$ cat src/rtl/str_pkg.sv
// Shared definitions for the string-handling blocks: character width,
// the NUL terminator value and the serializer state type.
package str_pkg;

    localparam int CHAR_W = 8;
    localparam logic [CHAR_W-1:0] NUL_CHAR = 8'h00;

    typedef enum logic {
        IDLE = 1'b0,
        SEND = 1'b1
    } state_t;

    // True when a character is the string terminator.
    function automatic logic is_nul(input logic [CHAR_W-1:0] c);
        return (c == NUL_CHAR);
    endfunction

endpackage

$ cat src/rtl/str_nul_find.sv
// Combinational first-NUL finder for a packed, left-justified string.
// Byte 0 is the MSB byte; the output is the index of the first NUL byte
// scanning from byte 0, or MAX_CHARS when the string has no NUL.
module str_nul_find
    import str_pkg::*;
#(
    parameter int MAX_CHARS = 13,
    parameter int LEN_W     = 4
) (
    input  logic [MAX_CHARS*CHAR_W-1:0] data,
    output logic [LEN_W-1:0]            len
);

    // Priority encoder: scan from the last byte towards byte 0 so that the
    // lowest-index NUL is the one that sticks.
    always_comb begin
        // NOTE: assign a default before the loop so every path drives len and no latch is inferred.
        len = LEN_W'(MAX_CHARS);
        for (int k = MAX_CHARS - 1; k >= 0; k--) begin
            if (is_nul(data[(MAX_CHARS - k)*CHAR_W - 1 -: CHAR_W])) begin
                len = LEN_W'(k);
            end
        end
    end

endmodule

$ cat src/rtl/str_byte_serializer.sv
// Byte serializer for packed, NUL-padded string registers.
// Accepts one MAX_CHARS-byte string on the load handshake, then streams its
// characters (byte 0 first) on a valid/ready interface, stopping at the
// first NUL. A one-cycle done pulse marks the end of each string.
// Optional build macro STR_SER_EMIT_NUL_EN: when defined, the terminating
// NUL is sent as an extra final beat (not sent for a string with no NUL).
module str_byte_serializer
    import str_pkg::*;
#(
    parameter int MAX_CHARS = 13,
    parameter int LEN_W     = 4
) (
    input  logic                        clk,
    input  logic                        rst,
    input  logic                        load_valid,
    output logic                        load_ready,
    input  logic [MAX_CHARS*CHAR_W-1:0] load_data,
    output logic                        out_valid,
    input  logic                        out_ready,
    output logic [CHAR_W-1:0]           out_data,
    output logic                        out_last,
    output logic [LEN_W-1:0]            str_len,
    output logic                        done
);

    localparam int DATA_W = MAX_CHARS * CHAR_W;

    state_t              state_q;
    state_t              state_d;

    logic [DATA_W-1:0]   shift_q;
    logic [LEN_W-1:0]    remaining_q;
    logic                out_valid_q;
    logic [CHAR_W-1:0]   out_data_q;
    logic                out_last_q;
    logic [LEN_W-1:0]    str_len_q;
    logic                done_q;

    logic [LEN_W-1:0]    scan_len;
    logic [LEN_W-1:0]    load_beats;
    logic                load_fire;
    logic                beat_fire;
    logic                final_beat;

    str_nul_find #(
        .MAX_CHARS (MAX_CHARS),
        .LEN_W     (LEN_W)
    ) u_nul_find (
        .data (load_data),
        .len  (scan_len)
    );

    // Number of beats a freshly loaded string produces.
`ifdef STR_SER_EMIT_NUL_EN
    assign load_beats = (scan_len == LEN_W'(MAX_CHARS)) ? scan_len
                                                        : scan_len + LEN_W'(1);
`else
    assign load_beats = scan_len;
`endif

    assign load_fire  = load_valid && load_ready;
    assign beat_fire  = out_valid_q && out_ready;
    assign final_beat = beat_fire && (remaining_q == LEN_W'(1));

    // State register.
    always_ff @(posedge clk or posedge rst) begin
        if (rst) begin
            // NOTE: sequential state uses non-blocking assignments so all registers update together at the edge.
            state_q <= IDLE;
        end else begin
            state_q <= state_d;
        end
    end

    // Next-state logic: empty strings never leave IDLE.
    always_comb begin
        state_d = state_q;
        unique case (state_q)
            IDLE: begin
                if (load_fire && (load_beats != '0)) begin
                    state_d = SEND;
                end
            end
            SEND: begin
                if (final_beat) begin
                    state_d = IDLE;
                end
            end
            default: state_d = IDLE;
        endcase
    end

    // FSM outputs: loads are accepted only in IDLE and never while reset is held.
    always_comb begin
        load_ready = (state_q == IDLE) && !rst;
    end

    // Datapath: capture on load, advance one character per accepted beat,
    // hold everything while the downstream stalls.
    always_ff @(posedge clk or posedge rst) begin
        if (rst) begin
            shift_q     <= '0;
            remaining_q <= '0;
            out_valid_q <= 1'b0;
            out_data_q  <= NUL_CHAR;
            out_last_q  <= 1'b0;
            str_len_q   <= '0;
            done_q      <= 1'b0;
        end else begin
            done_q <= 1'b0;
            if (load_fire) begin
                shift_q     <= load_data;
                str_len_q   <= scan_len;
                remaining_q <= load_beats;
                if (load_beats != '0) begin
                    out_valid_q <= 1'b1;
                    out_data_q  <= load_data[DATA_W-1 -: CHAR_W];
                    out_last_q  <= (load_beats == LEN_W'(1));
                end else begin
                    done_q <= 1'b1;
                end
            end else if (final_beat) begin
                remaining_q <= '0;
                out_valid_q <= 1'b0;
                out_data_q  <= NUL_CHAR;
                out_last_q  <= 1'b0;
                done_q      <= 1'b1;
            end else if (beat_fire) begin
                shift_q     <= shift_q << CHAR_W;
                remaining_q <= remaining_q - LEN_W'(1);
                out_data_q  <= shift_q[DATA_W-CHAR_W-1 -: CHAR_W];
                out_last_q  <= (remaining_q == LEN_W'(2));
            end
        end
    end

    assign out_valid = out_valid_q;
    assign out_data  = out_data_q;
    assign out_last  = out_last_q;
    assign str_len   = str_len_q;
    assign done      = done_q;

endmodule

$ cat config.mk
export PLATFORM = sky130hd
export DESIGN_NAME = str_byte_serializer
export DESIGN_NICKNAME = d
export VERILOG_FILES = /design/src/rtl/str_pkg.sv /design/src/rtl/str_nul_find.sv /design/src/rtl/str_byte_serializer.sv
export SDC_FILE = /design/constraint.sdc
export NUM_CORES = 1
export LEC_CHECK = 0
export BUFFER_PORTS_ARGS = -buffer_cell sky130_fd_sc_hd__buf_2
export CAP_MARGIN = 20
export CORE_MARGIN = 2
export CORE_UTILIZATION = 40
export DETAILED_ROUTE_END_ITERATION = 16
export SLEW_MARGIN = 10
export SYNTH_ARGS = -nofsm -noshare
export SYNTH_HDL_FRONTEND = slang
export SYNTH_SLANG_ARGS = --single-unit
$ cat constraint.sdc
create_clock -name clk -period 3.6 [get_ports clk]
set_input_delay 0.72 -clock clk [delete_from_list [all_inputs] [get_ports clk]]
set_output_delay 0.72 -clock clk [all_outputs]
set_load 0.02 [all_outputs]
**Yosys cells after proc, flatten, opt, wreduce, memory -nomap -nowiden**

Index checks and enable logic that the tools add are counted.

- Register bits after elaboration: 116
- Word-level logic and storage cells: 77
- Output and inout bits: 16

- Add/sub/neg operators: 1
- Reductions and logical operators: 26
- Eq/ne operators: 5
- Bitwise logic cells: 1
- Muxes and demuxes: 36

Operators by type and width:

| cell | count |
|---|---|
| 96-bit 2-to-1 mux | 3 |
| 8-bit zero test | 13 |
| 4-bit 2-to-1 mux | 11 |
| 8-bit 2-to-1 mux | 4 |
| 1-bit 2-to-1 mux | 13 |
| 3-bit 2-to-1 mux | 4 |
| 4-bit by 1-bit equality test with 1-bit output, second input constant | 2 |
| 2-bit AND reduction | 3 |
| 1-bit logical AND | 5 |
| 4-bit by 2-bit equality test with 1-bit output, second input constant | 1 |
| 2-bit nonzero test | 2 |
| 4-bit nonzero test | 1 |
| 4-bit by 1-bit subtractor with 4-bit output, second input constant | 1 |
| 3-bit nonzero test | 1 |
| 2-bit by 1-bit inequality test with 1-bit output, second input constant | 1 |
| 2-bit inequality test, second input constant | 1 |
| 1-bit one-hot mux with 2 select lines | 1 |
| 1-bit zero test | 1 |
| 1-bit NOT | 1 |

**Depth between registers and ports, before layout**

Gate-level depths: netlist (run 1).

- Depth in word-level cells: 18
- Depth in mapped cells: 8

**Hierarchy**

Synthesis (run 1) repeated with hierarchy kept, for this count alone.

- Cell total of the unflattened synthesis: 668
- Area total of the unflattened synthesis: 5629.1 µm²

Modules (own cells, without submodules):

| module | area each (µm²) | cells each | instances | sequential area each (µm²) |
|---|---|---|---|---|
| str_byte_serializer | 5287.6 | 611 | 1 | 2902.8 |
| str_nul_find | 341.6 | 57 | 1 | 0.0 |

**Least setup slack after synthesis (run 1)**

Ideal clock, no wire load.

- Kind: input to register
- Start point: input port load_data[29]
- End point: register remaining_q[2]
- Arrival time: 2.071 ns
- Setup slack: 1.406 ns
- Stages on the path: 5
- Library setup time: 0.124 ns
- Cells stage by stage: or4_4 > or2_0 > and4_4 > o311a_1 > o21bai_1

- Cells in the longest elaborated chain, start to end: 12

RTL lines:

| element | line | text |
|---|---|---|
| start: declaration | str_byte_serializer.sv:17 | `input logic [MAX_CHARS*CHAR_W-1:0] load_data,` |
| 8-bit zero test | str_pkg.sv:15 | `return (c == NUL_CHAR);` |
| 3-bit 2-to-1 mux (2 in a row) | str_nul_find.sv:20 | `if (is_nul(data[(MAX_CHARS - k)*CHAR_W - 1 -: CHAR_W])) begin` |
| 4-bit 2-to-1 mux (8 in a row) | str_nul_find.sv:20 |  |
| 4-bit 2-to-1 mux | str_byte_serializer.sv:111 | `if (load_fire) begin` |
| end signal: assignment | str_byte_serializer.sv:114 | `remaining_q <= load_beats;` |
| end signal: assignment | str_byte_serializer.sv:130 | `remaining_q <= remaining_q - LEN_W'(1);` |
| end: declaration | str_byte_serializer.sv:32 | `logic [LEN_W-1:0] remaining_q;` |

Every way passes these cells.
A chain may end at the register's enable or synchronous reset.

**Final worst setup path (run 1)**

- Start point: input port out_ready
- End point: register shift_q[94]

- Cells in the longest elaborated chain, start to end: 4
- Elaborated cells between the ends (all ways): 5
- Those cells by class: 1 x eq/ne; 4 x reduce/logical

RTL lines:

| element | line | text |
|---|---|---|
| start: declaration | str_byte_serializer.sv:19 | `input logic out_ready,` |
| 1-bit logical AND * | str_byte_serializer.sv:62 | `assign beat_fire = out_valid_q && out_ready;` |
| 1-bit logical AND | str_byte_serializer.sv:63 | `assign final_beat = beat_fire && (remaining_q == LEN_W'(1));` |
| 2-bit inequality test (no source line) | - |  |
| 2-bit AND reduction (no source line) * | - |  |
| end signal: assignment | str_byte_serializer.sv:112 | `shift_q <= load_data;` |
| end signal: assignment | str_byte_serializer.sv:129 | `shift_q <= shift_q << CHAR_W;` |
| end: declaration | str_byte_serializer.sv:31 | `logic [DATA_W-1:0] shift_q;` |

Mark *: on every way between the ends. The rest lies on a longest branch, timed or not.

==> results of run 1 <==
per-stage QoR:
step | instance area [um^2] | hold WS [ps]
after floorplan | 5520 | 466
after global placement | 6250 | 487
after detailed placement | 6250 | 491
after CTS | 6830 | 307
after global routing | 6830 | 324
final | 6830 | 314
cell type report:
cell class / count / area (um^2)
well taps: 176 / 220
multi-input cells: 490 / 2420
inverters: 3 / 15.0
flip-flops and latches: 116 / 2900
fillers: 1293 / 6520
clock inverters: 10 / 105
repair buffers: 130 / 693
clock buffers: 22 / 474
cell usage after synthesis (2+ instances only):
| master | number | area share [%] |
|---|---|---|
| a211oi_1 | 3 | 0.41 |
| buf_2 | 14 | 1.3 |
| nand3_1 | 2 | 0.18 |
| clkbuf_1 | 23 | 1.6 |
| ha_1 | 3 | 0.68 |
| or4_1 | 10 | 1.4 |
| o21ai_1 | 3 | 0.27 |
| a21o_1 | 2 | 0.27 |
| nand4_1 | 2 | 0.23 |
| and2_1 | 2 | 0.23 |
| a31oi_1 | 88 | 10 |
| nor4_1 | 15 | 1.7 |
| nand2_1 | 207 | 14 |
| o21ai_0 | 9 | 0.82 |
| buf_4 | 6 | 0.82 |
| or4_4 | 2 | 0.41 |
| dfrtp_1 | 116 | 53 |
| a2bb2oi_1 | 8 | 1.3 |
| o41ai_1 | 2 | 0.32 |
| o311ai_1 | 2 | 0.32 |
| a21oi_1 | 7 | 0.63 |
| inv_1 | 3 | 0.20 |
| nor2_1 | 99 | 6.7 |
| a22o_1 | 8 | 1.3 |
final timing paths:
kind	from	end	slack, ps	cells past startpoint
max	out_ready	shift_q[94]	1530	7
min	rst	out_data[5]	310	2
max reg2reg	out_valid	shift_q[94]	1540	6
min reg2reg	shift_q[5]	shift_q[5]	510	1
max in group asynchronous	rst	shift_q[15]	2540	3
min in group clk	shift_q[5]	shift_q[5]	510	1
state kept, by name (all words and copies together) (netlist names):
| register | count |
|---|---|
| str_len | 4 |
| out_valid | 1 |
| shift_q | 96 |
| out_data | 8 |
| done | 1 |
| out_last | 1 |
| remaining_q | 4 |
| state_q | 1 |
layout by cell type, fill, tap and decap left out, types with 3 or more instances in the layout:
master / netlist / final
o21ai_0: 9 / 9
ha_1: 3 / 3
dfrtp_1: 116 / 116
nand2_1: 207 / 206
a21oi_1: 7 / 7
clkinvlp_4: 0 / 3
buf_2: 14 / 123
nor2_1: 99 / 99
a211oi_1: 3 / 3
nor4_1: 15 / 15
a31oi_1: 88 / 88
clkinv_2: 0 / 6
a2bb2oi_1: 8 / 8
or4_1: 10 / 10
clkbuf_8: 0 / 3
buf_4: 6 / 5
clkbuf_16: 0 / 17
a22o_1: 8 / 8
worst max-delay path: stages:
cell     delay, ps
buf_2          110
and2_1         230
and3_1         260
o21ai_4        170
buf_12         480
nor2_1         100
a31oi_1        200
kinds of logic after synthesis:
kind of cell	count (synthesis)	share of synthesized area [%]
AOI/OAI and AO/OA	142	17.1
adders and majority gates	3	0.680
buffers and inverters	46	3.85
and+or+nand+nor	344	25.6
DFF	116	52.6
xor gates and xnor gates	1	0.159
power breakdown:
group | total, mW | internal [mW] | switching (mW) | leakage [nW]
logic | 1.57 | 0.626 | 0.940 | 1.58
clock network | 1.65 | 1.06 | 0.582 | 0.285
registers | 2.20 | 1.86 | 0.333 | 1.28
layer usage:
layer	routed length [um]	vias up	GRT usage, %
met5	0	-	0
met4	174	0	6.39
met3	791	12	5.64
met2	7100	135	33.2
met1	6740	2468	28.3
li1	-	2488	-
==> reports/qor.csv, run 1 <==
metric;value;unit
crit path kind;input pin to flip-flop;
WL final;14800;um
number of routed nets with antenna violations;0;
final net count;869;
global route total overflow;0;
Pins Over Slew Limit;0;
Clock Root Buffer;clkbuf_16;
Layout Skew;7.16;ps
RSZ-0062 raised after global routing;no;
synth unique cells;40;
GRT Total Usage;21.0;%
Die H;121;um
final non-filler cell total;947;
Tot Pwr;5.41;mW
DP Worst Slack;1110;ps
First DRT Iteration DRCs;350;
Hold Buf Count CTS;0;
CTS Buffer Depth;2;
TritonRoute pass-1 iters;5;
Worst VDD drop;379;uV
GP Congestion;0.807;
Worst-Skew Late Latency;410;ps
Final Worst Setup Slack;1530;ps
CTS resizes;0;
Tcrit/Tclk final;57.5;%
setup_tns;0;ps
depth of the CTS H-tree;4;
initial antenna violation count;0;
Die X;121;um
clk sinks;116;
Post-synth top flop;dfrtp_1;
crit path DAT;2390;ps
drt drc;0;
Relative slew margins;34.9;%
FFs w/ async S/R, synth;100;%
Worst-path clk slew;50;ps
Hold Crit Class;input pin to asynchronous set/reset pin;
postcts setup bufs;0;
number of synthesized flops with an enable pin;0;
Inst Count DP;915;
Crit. End Element;flip-flop;
via count;5103;
pwr/cell area;792;nW/um^2
Top Ports;124;
leakage;3.14;nW
Die ar.;14800;um^2
sequential area share after synthesis;52.6;%
Fin. Hold Viols;0;
post-DR wirelength/cell;15.6;um
Mapped Cells;652;
row cnt;42;
Fmax achieved;483;MHz
#FFs+latches synth;116;
Core Util, Final;51.2;%
Port-buffer cells;123;
first-pass GRT wire length;24100;um
Startpoint Class;input pin;
HPWL Detailed;10300;um
vias in the first global route;4890;
antenna cells;0;
CP Max Fanout;176;
CTS tree;done;
CTS Buf Count;17;
core area;13300;um^2
Starting Density;41.3;%
status;completed;
vias per cell;5.39;
Worst-Margin Slew;976;ps
layout cells sized above 1;21.8;%
WP data required;3920;ps
synthesized area;5520;um^2
Mean Syn Cell Area;8.46;um^2
final setup violation count;0;
Syn Nets;763;
Final min period;2070;ps
synthesis warning total;0;
Max-cap violations;0;
largest net degree at the start of global routing;177;
Area Growth Syn to Fin;23.8;%
No activity file was read; power rests on OpenSTA's default activity.
==> run 2, diff against run 1 <==
Clock period 3.6 ns to 1.7 ns, I/O delays scaled along.
==> run 2 against run 1 <==
Compared with the run above:
- register-to-register slack worse by 1500 ps
- first-iteration DRC count down 17%
- clock power up 120%
- setup slack worse by 1500 ps
- sequential cell count unchanged
- cell count rose by 6.1%
- sequential share of layout area fell by 4.1 points
- critical path depth rose by 2
- critical endpoint is now shift_q[85]
- largest cell class unchanged
- highest routed layer unchanged
==> reports/qor.csv, run 2 (synthesis results as in run 1) <==
metric;value;unit
Layout Skew;6.63;ps
P_sw;4.18;mW
CTS tree;done;
Area Growth Syn to Fin;37.1;%
GRT Total Usage;22.0;%
worst min-delay path endpoint;shift_q[1];
status;completed;
Final min period;1650;ps
Fin. Hold Viols;0;
drt drc;0;
vias in the first global route;5219;
Die H;121;um
depth of the CTS H-tree;4;
WP data required;2030;ps
Die ar.;14800;um^2
post-DR wirelength/cell;15.9;um
Tcrit/Tclk final;97.3;%
Fmax achieved;604;MHz
GP Congestion;0.850;
CP Max Fanout;6;
Sw Ratio;33.6;%
CTS Buffer Depth;2;
Biggest register;shift_q;
Flop pwr share;37.2;%
Inst Count DP;963;
largest net degree at the start of global routing;96;
RSZ-0062 raised after global routing;yes;
Relative slew margins;70.7;%
most frequent cells in the layout;205 x nand2_1, 125 x buf_2, 116 x dfrtp_1;
vias per cell;5.44;
reg2reg start;remaining_q[1];
initial antenna violation count;0;
final non-filler cell total;1005;
Startpoint Class;flip-flop;
row cnt;42;
min-delay src;load_data[1];
clk sinks;116;
Worst Path Buf+Inv;4;
CTS Buf Count;17;
Die X;121;um
commonest non-fill, non-tap cell in the layout;nand2_1;
CP peak stage delay;370;ps
Port-buffer cells;123;
antenna cells;0;
crit path DAT;1980;ps
leakage;3.53;nW
reg2reg end;shift_q[85];
Tot Pwr;12.5;mW
Worst-Skew Late Latency;420;ps
cell internal pwr;8.28;mW
Crit path depth;9;
critical path, cell by cell;inv_2 -> ha_4 -> and3_4 -> o21ai_4 -> buf_12 -> buf_12 -> buf_8 -> nor2_1 -> a31oi_1;
hold depth;2;
final net count;927;
Clk pwr share;29.6;%
pwr/cell area;1650;nW/um^2
Worst-path clk slew;50;ps
global route total overflow;0;
Crit. End Element;flip-flop;
Logic pwr share;33.2;%
R2R cell count;9;
crit path kind;flip-flop to flip-flop;
First DRT Iteration DRCs;290;
layout cells sized above 1;28.7;%
via count;5468;
CP most frequent cell;buf_12;
Worst-Margin Slew;436;ps
flop-to-flop setup slack;50;ps
delay-heaviest family, CP;buffers and inverters;
Worst VDD drop;821;uV
Top Ports;124;
hold slack;161;ps
final setup violation count;0;
number of routed nets with antenna violations;0;
HPWL Detailed;10900;um
Starting Density;41.3;%
Max-cap violations;0;
core area;13300;um^2
first-pass GRT wire length;25200;um
slowest CP cell;dfrtp_1;
Largest register FFs;96;
Pins Over Slew Limit;0;
TritonRoute pass-1 iters;5;
Core Util, Final;56.7;%
WL final;16000;um
Hold Crit Class;input pin to flip-flop;
Clock Root Buffer;clkbuf_16;
==> run 2: routing by layer <==
metal | track usage (%) | share of wire [%] | wire (um)
met1 | 28.1 | 43 | 6960
met3 | 4.37 | 5.3 | 846
met2 | 36.4 | 49 | 7800
met4 | 9.20 | 2.5 | 403
met5 | 0 | 0 | 0
==> run 2: worst register-to-register path: stages, from the launching register on <==
cell and delay (ps):
dfrtp_1 370, inv_2 70, ha_4 160, and3_4 160, o21ai_4 190, buf_12 150, buf_12 130, buf_8 120
nor2_1 50, a31oi_1 180
==> run 2: layout make-up <==
type | instances | area [um^2]
Inverter | 3 | 15.0
Clock inverter | 12 | 160
Clock buffer | 20 | 447
Multi-Input combinational cell | 490 | 2480
Tap cell | 176 | 220
Fill cell | 1254 | 5780
Sequential cell | 116 | 2900
Timing Repair Buffer | 188 | 1340
==> run 2: timing repair <==
action                     4_1_cts  5_1_grt
resized for setup               11       21
cloned                           3        3
pin swaps                        1        2
setup endpoints to repair       12       83
setup buffers                    2        1
hold endpoints to repair        10        0
hold buffers                     1        0
==> run 2: metrics by stage <==
step	TNS [ps]	cell area (um^2)	setup WS, ps
final	0	7570	45.3
after CTS	0	7410	4.46
after global placement	-3200	6680	-332
after floorplan	-6590	5540	-114
after global routing	-75.0	7570	-14.9
after detailed placement	-5110	6680	-394
==> run 2: worst max-delay path by stage <==
stage	endpoint	slack [ps]	start
detailed placement	remaining_q[0]	-390	load_data[0]
floorplan	remaining_q[2]	-110	load_data[25]
global route	shift_q[76]	-10	remaining_q[1]
global placement	remaining_q[0]	-330	load_data[0]
finish	shift_q[85]	50	remaining_q[1]
CTS	shift_q[85]	4	remaining_q[1]
==> run 2: power groups by stage <==
stage	clock network, mW	registers [mW]	logic (mW)
CTS	3.74	4.62	3.93
global placement	0	4.62	3.59
detailed placement	0	4.65	3.67
global route	3.88	4.77	4.60
floorplan	0	4.63	2.43
finish	3.69	4.64	4.13
